## config.mk

```make
export PLATFORM = sky130hd
export DESIGN_NAME = jesd_link_bringup_sequencer
export DESIGN_NICKNAME = d
export VERILOG_FILES = /design/src/rtl/jesd_link_bringup_sequencer.sv
export SDC_FILE = /design/constraint.sdc
export NUM_CORES = 1
export LEC_CHECK = 0
export ABC_AREA = 1
export BUFFER_PORTS_ARGS = -buffer_cell sky130_fd_sc_hd__buf_2
export CAP_MARGIN = 20
export CORE_ASPECT_RATIO = 1.1
export CORE_MARGIN = 4
export CORE_UTILIZATION = 41
export DETAILED_ROUTE_END_ITERATION = 8
export PLACE_DENSITY = 0.57
export SLEW_MARGIN = 30
export SYNTH_ARGS = -nofsm -noshare
export SYNTH_HDL_FRONTEND = slang
export SYNTH_SLANG_ARGS = --single-unit
```

## constraint.sdc

```tcl
create_clock -name m_axi_aclk -period 2.3 [get_ports m_axi_aclk]
set_input_delay 0.46 -clock m_axi_aclk [delete_from_list [all_inputs] [get_ports m_axi_aclk]]
set_output_delay 0.46 -clock m_axi_aclk [all_outputs]
set_load 0.02 [all_outputs]
```

## src/rtl/jesd_link_bringup_sequencer.sv

```systemverilog
// JESD204 RX link bring-up sequencer: issues reset requests, waits out the reset pulse, then waits for SYNC/valid data.
// Optional macro JESD_SEQ_AXI_RESET_EN splits the master reset into separate AXI and RX reset requests.
module jesd_link_bringup_sequencer #(
    parameter int PULSE_LEN     = 4800,
    parameter int RST_MARGIN    = 16,
    parameter int SYNC_TIMEOUT  = 1000000,
    parameter int STABLE_CYCLES = 256,
    parameter int MAX_RETRIES   = 3
) (
    input  logic       m_axi_aclk,
    input  logic       m_axi_aresetn,
    input  logic       start,
    input  logic       rx_sync,
    input  logic       rx_tvalid,
    output logic       master_reset,
    output logic       rx_reset,
    output logic       axi_reset,
    output logic       link_up,
    output logic       link_fail,
    output logic       busy,
    output logic [3:0] retry_count,
    output logic [2:0] state
);

    localparam int WAIT_LEN = PULSE_LEN + RST_MARGIN;
    localparam int WAIT_W   = $clog2(WAIT_LEN + 1);
    localparam int TO_W     = (SYNC_TIMEOUT > 1) ? $clog2(SYNC_TIMEOUT) : 1;
    localparam int STB_W    = (STABLE_CYCLES > 1) ? $clog2(STABLE_CYCLES) : 1;

    localparam logic [WAIT_W-1:0] WAIT_LOAD = WAIT_W'(WAIT_LEN);
    localparam logic [WAIT_W-1:0] WAIT_ONE  = WAIT_W'(1);
    localparam logic [TO_W-1:0]   TO_LAST   = TO_W'(SYNC_TIMEOUT - 1);
    localparam logic [STB_W-1:0]  STB_LAST  = STB_W'(STABLE_CYCLES - 1);
    localparam logic [3:0]        RETRY_MAX = 4'(MAX_RETRIES);

    // Handshake: start is a level sampled once per cycle; reset requests are single-cycle strobes
    // with no back-pressure, the pulse generator is expected to accept every strobe.
    typedef enum logic [2:0] {
        S_IDLE        = 3'd0,
`ifdef JESD_SEQ_AXI_RESET_EN
        S_RST_AXI     = 3'd1,
`else
        S_RST_ALL     = 3'd1,
`endif
        S_RST_RX      = 3'd2,
        S_WAIT_RST    = 3'd3,
        S_WAIT_SYNC   = 3'd4,
        S_WAIT_STABLE = 3'd5,
        S_LINK_UP     = 3'd6,
        S_FAIL        = 3'd7
    } state_t;

`ifdef JESD_SEQ_AXI_RESET_EN
    localparam state_t S_FIRST = S_RST_AXI;
`else
    localparam state_t S_FIRST = S_RST_ALL;
`endif

    state_t            state_q, state_d;
    logic [WAIT_W-1:0] wait_q, wait_d;
    logic [TO_W-1:0]   to_q, to_d;
    logic [STB_W-1:0]  stb_q, stb_d;
    logic [3:0]        retry_q, retry_d;
    logic              link_lost;

    always_comb begin
        state_d   = state_q;
        wait_d    = wait_q;
        to_d      = to_q;
        stb_d     = stb_q;
        retry_d   = retry_q;
        link_lost = 1'b0;
        case (state_q)
            S_IDLE: begin
                if (start) begin
                    state_d = S_FIRST;
                    retry_d = '0;
                end
            end
`ifdef JESD_SEQ_AXI_RESET_EN
            S_RST_AXI: begin
                state_d = S_RST_RX;
            end
`else
            S_RST_ALL: begin
                state_d = S_WAIT_RST;
                wait_d  = WAIT_LOAD;
            end
`endif
            S_RST_RX: begin
                state_d = S_WAIT_RST;
                wait_d  = WAIT_LOAD;
            end
            S_WAIT_RST: begin
                if (wait_q == WAIT_ONE) begin
                    state_d = S_WAIT_SYNC;
                    to_d    = '0;
                end else begin
                    wait_d = wait_q - WAIT_ONE;
                end
            end
            S_WAIT_SYNC: begin
                // A sync arriving on the timeout cycle takes priority over the retry.
                if (rx_sync) begin
                    state_d = S_WAIT_STABLE;
                    stb_d   = '0;
                end else if (to_q == TO_LAST) begin
                    link_lost = 1'b1;
                end else begin
                    to_d = to_q + 1'b1;
                end
            end
            S_WAIT_STABLE: begin
                if (!rx_sync) begin
                    state_d = S_WAIT_SYNC;
                    to_d    = '0;
                end else if (rx_tvalid) begin
                    if (stb_q == STB_LAST) begin
                        state_d = S_LINK_UP;
                    end else begin
                        stb_d = stb_q + 1'b1;
                    end
                end else begin
                    stb_d = '0;
                end
            end
            S_LINK_UP: begin
                if (start) begin
                    state_d = S_FIRST;
                    retry_d = '0;
                end else if (!rx_sync) begin
                    link_lost = 1'b1;
                end
            end
            S_FAIL: begin
                if (start) begin
                    state_d = S_FIRST;
                    retry_d = '0;
                end
            end
            default: state_d = S_IDLE;
        endcase

        if (link_lost) begin
            if (retry_q < RETRY_MAX) begin
                state_d = S_RST_RX;
                retry_d = retry_q + 1'b1;
            end else begin
                state_d = S_FAIL;
            end
        end
    end

    always_ff @(posedge m_axi_aclk) begin
        if (!m_axi_aresetn) begin
            state_q   <= S_IDLE;
            wait_q    <= '0;
            to_q      <= '0;
            stb_q     <= '0;
            retry_q   <= '0;
            rx_reset  <= 1'b0;
            link_up   <= 1'b0;
            link_fail <= 1'b0;
            busy      <= 1'b0;
`ifdef JESD_SEQ_AXI_RESET_EN
            axi_reset <= 1'b0;
`else
            master_reset <= 1'b0;
`endif
        end else begin
            state_q   <= state_d;
            wait_q    <= wait_d;
            to_q      <= to_d;
            stb_q     <= stb_d;
            retry_q   <= retry_d;
            rx_reset  <= (state_d == S_RST_RX);
            link_up   <= (state_d == S_LINK_UP);
            link_fail <= (state_d == S_FAIL);
            busy      <= !((state_d == S_IDLE) || (state_d == S_LINK_UP) || (state_d == S_FAIL));
`ifdef JESD_SEQ_AXI_RESET_EN
            axi_reset <= (state_d == S_RST_AXI);
`else
            master_reset <= (state_d == S_RST_ALL);
`endif
        end
    end

`ifdef JESD_SEQ_AXI_RESET_EN
    assign master_reset = 1'b0;
`else
    assign axi_reset = 1'b0;
`endif

    assign state       = state_q;
    assign retry_count = retry_q;

endmodule

```

**Word level (Yosys, flattened, before mapping)**

Index checks and enable logic that the tools add are counted.

- Flip-flop bits (word level): 53
- Logic and storage cells: 80
- Input bits: 5

- Reductions and logical operators: 13
- Eq/ne operators: 22
- $lt $le $gt $ge: 1
- Add/sub/neg operators: 4
- Mux-type cells: 30

Operators with widths:

| operator | number |
|---|---|
| $mux 20 | 4 |
| $pmux 20 s3 | 1 |
| $mux 8 | 4 |
| $pmux 13 s2 | 1 |
| $mux 3 | 8 |
| $add 20x1->20 const B | 1 |
| $eq 20x20->1 const B | 1 |
| $eq 3x3->1 const B | 6 |
| $mux 4 | 4 |
| $pmux 8 s2 | 1 |
| $pmux 3 s5 | 1 |
| $ne 2x2->1 const B | 7 |
| $eq 13x1->1 const B | 1 |
| $mux 13 | 1 |
| $sub 13x1->13 const B | 1 |
| $eq 3x2->1 const B | 3 |
| $add 8x1->8 const B | 1 |
| $eq 8x8->1 const B | 1 |
| $eq 3x1->1 const B | 2 |
| $logic_not 3->1 | 2 |
| $reduce_and 5->1 | 1 |
| $add 4x1->4 const B | 1 |
| $lt 4x2->1 const B | 1 |
| $mux 1 | 4 |
| 10 further kinds | 12 |

**Longest topological paths before layout**

- Depth after elaboration: 10
- Mapped depth: 13

**Worst setup path after synthesis**

Ideal clock, no wire load.

- Kind: register -> register
- Start point: register to_q[0]
- End point: register busy
- Cell stages (with the launch flop): 13
- Path slack: 0.679 ns
- Data arrival time: 1.510 ns
- Library setup time: 0.112 ns
- Data required time: 2.188 ns
- Cells stage by stage: dfxtp_1 ha_1 inv_1 nor2_4 nand2_1 nor2_1 nand2_1 nand2_1 nand3_1 nand2_1 nand2_1 nor2_1 nor2_1

- Cells in the longest elaborated chain, start to end: 9
- Elaborated cells between the ends (all ways): 11

RTL lines:

| element | RTL line | text |
|---|---|---|
| from (decl) | 61 | `logic [TO_W-1:0] to_q, to_d;` |
| from (signal assigned) | 173 | `to_q <= to_d;` |
| $eq 20x20->1 * | 107 | `end else if (to_q == TO_LAST) begin` |
| $mux 1 * | 107 |  |
| $mux 1 * | 104 | `if (rx_sync) begin` |
| $pmux 1 s2 * | 73 | `case (state_q)` |
| $mux 3 * | 144 | `if (link_lost) begin` |
| $eq 3x3->1 / $logic_not 3->1 (equally long branches) | 179 | `busy <= !((state_d == S_IDLE) \|\| (state_d == S_LINK_UP) \|\| (state_d == S_FAIL));` |
| $logic_or 1x1->1 | 179 |  |
| $logic_or 1x1->1 * | 179 |  |
| $logic_not 1->1 * | 179 |  |
| to (signal assigned) | 179 |  |
| to (decl) | 20 | `output logic busy,` |

Mark *: on every way between the ends. The rest lies on a longest branch, timed or not.
A chain may end at the register's enable or synchronous reset.

**Worst setup path in the final report**

- Start point: register to_q[0]
- End point: register to_q[9]

- Cells in the longest elaborated chain, start to end: 4
- Elaborated cells between the ends (all ways): 7

RTL lines:

| element | RTL line | text |
|---|---|---|
| $add 20x1->20 | 110 | `to_d = to_q + 1'b1;` |
| $mux 20 | 107 |  |
| $mux 20 | 104 |  |
| $pmux 20 s3 | 73 |  |

Parallel ways exist; a longest one is shown, timed or not. The select of a mux whose other input is x is not followed.

==> flow_summary_export.csv <==
group,metric,value,unit
timing,finClkSkew,0.0139,ns
pwr,seq_power_share,39.9,%
synth,ys_seq_area_share,34.3,%
global_routing,grt_use_met1,21.4,%
pwr,leakagePower,1.41,nW
global_routing,grt_max_degree,24,
synth,synthCells,484,
global_routing,grt_pass1_vias,2700,
detailed_routing,vias,2903,
synth,synth-seq-cells,53,
pwr,clkPwrFrac,27.5,%
detailed_routing,drtPass1Iterations,4,
cts,post_cts_buffers,0,
cts,cts_root_buf,"clkbuf_8",
pwr,finalPower,0.00277,W
cts,holdBufCountCts,0,
cts,numCtsBuffers,5,
synth,yosysTopAreaCellShare,34.3,%
global_routing,grt-ovfl-total,0,
setup_path,criticalPathCategory,"flop to flop",
global_routing,antenna_found_initial,0,
cts,path_clk_slew,0.11,ns
pwr,ir_drop,0.000530,V
layout,drive_gt1_share,9.74,%
synth,synth.avg_cell_area,6.39,um^2
setup_path,crit_path_end_kind,"flop",
die,fp-row-count,32,
setup_path,worst_ep_arrival_time,2.27,ns
setup_path,path_max_fanout,23,
synth,yosys.area.top_type,"dfxtp_1",
cts,post_cts_resized,0,
die,num_io_pins,18,
detailed_routing,drc,0,
detailed_routing,drtIter0Drc,198,
timing,tns,0,ns
pwr,p_int,0.00178,W
cts,cts_tree,"yes",
status,outcome,"finished, final reports clean",
hold_path,hold_path.class,"flop to flop",
timing,maxSlewViolCount,0,
timing,relSlewSlack,65.0,%
pwr,comb_power_share,32.6,%
synth,synth-edff-count,0,
flow_run,cap_violations,0,
pwr,power.density,818,nW/um^2
placement,io_buffers,16,
die,die_h,99.1,um
global_routing,grt_use_met3,2.80,%
die,die_area,9000,um^2
layout,n_antenna_cell,0,
timing,finalHoldViolCount,0,
die,initial_core_util,43.2,%
timing,rsz0062_at_grt,"false",
timing,finalSetupViolCount,0,
die,fp.coreArea,7170,um^2
synth,synthTopCellsByCount,"nand2_1 (132), nor2_1 (95), dfxtp_1 (53)",
cts,cts_max_path_buffers,2,
placement,hpwl,5330,um
cts,cts_num_sinks,53,
synth,synth-async-reset-ratio,0,%
pwr,swShare,35.9,%
pwr,p_sw,0.000994,W
synth,synth.most_common_cell,"nand2_1",
synth,synth_area,3090,um^2
synth,synth_fp_nets,494,
setup_path,worstPathRequired,2.51,ns
synth,synthTopCellsByArea,"dfxtp_1 (34%), nand2_1 (16%), nor2_1 (12%)",
global_routing,grt-busiest-layer,"met2",
cts,insertion_delay,0.31,ns
detailed_routing,routedWlPerCell,11.8,um
setup_path,cp-start-kind,"flop",
synth,synth_cell_types,35,
die,die_w,90.8,um
detailed_routing,ant_nets,0,
synth,ys.flop_type,"dfxtp_1",
detailed_routing,drt_wl_total,6960,um
cts,h-tree-depth,2,
timing,fin_crit,2.06,ns
global_routing,grtUsageTotal,16.1,%
placement,gp_congestion,0.989,
global_routing,grtUsageMet2,27.2,%
global_routing,grt_pass1_wl,12200,um
synth,synth_warnings,0,
detailed_routing,vias_per_cell,4.94,
timing,finalCritPeriodShare,89.6,%
layout,nets,512,
layout,synthToLayoutAreaGrowth,9.59,%
timing,max_freq,0.485,GHz
timing,tightest_slew,0.521,ns
[flip-flops by register name, summed over array words and instances (netlist names)]
| signal | flops |
|---|---|
| to_q | 20 |
| retry_count | 4 |
| busy | 1 |
| stb_q | 8 |
| rx_reset | 1 |
| link_fail | 1 |
| link_up | 1 |
| state | 3 |
| wait_q | 13 |
| master_reset | 1 |
[cell families (layout without fill, tap and decap cells)]
group	Yosys count	count (layout)	share of synthesized area, %
flops	53	53	34.3
simple gates	294	294	40.9
fa+ha+maj	5	5	2.02
compound gates	52	52	9.06
xor+xnor	19	19	5.38
buf+inv	60	79	8.25
other cells	1	1	0.121
[through the flow]
stage | cells | util [%] | hold slack [ns] | instance area (um^2) | setup slack [ns]
5_1_grt | 588 | 47.3 | 0.486 | 3390 | 0.00713
6_report | 588 | 47.3 | 0.454 | 3390 | 0.238
4_1_cts | 588 | 47.3 | 0.458 | 3390 | 0.250
2_1_floorplan | 484 | - | 0.421 | 3090 | 0.679
3_3_place_gp | 580 | 45.4 | 0.433 | 3250 | 0.313
3_5_place_dp | 580 | 45.4 | 0.441 | 3250 | 0.256
[cells in the final DEF, fill, tap and decap left out, types with 3 or more instances in the layout]
master      n
a21oi_1    34
buf_2      16
buf_4       5
clkbuf_8    5
dfxtp_1    53
ha_1        5
inv_1      46
inv_2       3
nand2_1   132
nand2_2     3
nand3_1    31
nand4_1     6
nor2_1     95
nor2_4      3
nor3_1     13
o21ai_0    12
xnor2_1     7
xor2_1     12
[worst paths after layout]
| path | depth (start not counted) | slack [ns] | startpoint | end |
|---|---|---|---|---|
| worst min-delay path | 2 | 0.45 | stb_q[7] | stb_q[7] |
| worst max register to register | 12 | 0.24 | to_q[0] | to_q[9] |
| worst min register to register | 2 | 0.45 | stb_q[7] | stb_q[7] |
| worst max-delay path | 12 | 0.24 | to_q[0] | to_q[9] |
[power groups by stage]
stage          Clock (W)  Combinational [W]  Sequential (W)
2_1_floorplan          0           0.000688         0.00114
3_3_place_gp           0           0.000903         0.00113
3_5_place_dp           0           0.000903         0.00113
4_1_cts         0.000793           0.000907         0.00111
5_1_grt         0.000822            0.00105         0.00112
6_report        0.000762           0.000904         0.00111
[critical path, cell delays in order (launching register included)]
cell     delay [ns]
dfxtp_1        0.38
ha_1           0.20
inv_1          0.11
nor2_4         0.19
inv_1          0.06
nor2_1         0.09
nand3_1        0.14
nand2_2        0.39
inv_4          0.17
nand2_1        0.09
nand2_1        0.05
inv_1          0.05
nor2_1         0.04
[area by class of cell]
class | count | area, um^2
fillers | 748 | 3780
multi-input cells | 371 | 1780
inverters | 50 | 190
flip-flops and latches | 53 | 1060
clock buffers | 5 | 68.8
clock inverters | 3 | 68.8
well taps | 85 | 106
repair buffers | 21 | 118
[routing by layer]
metal,up-vias,wire [um]
met1,1284,3470
met5,-,0
met3,8,214
met4,0,75
li1,1558,-
met2,53,3200
No activity file was read; power rests on OpenSTA's default activity.
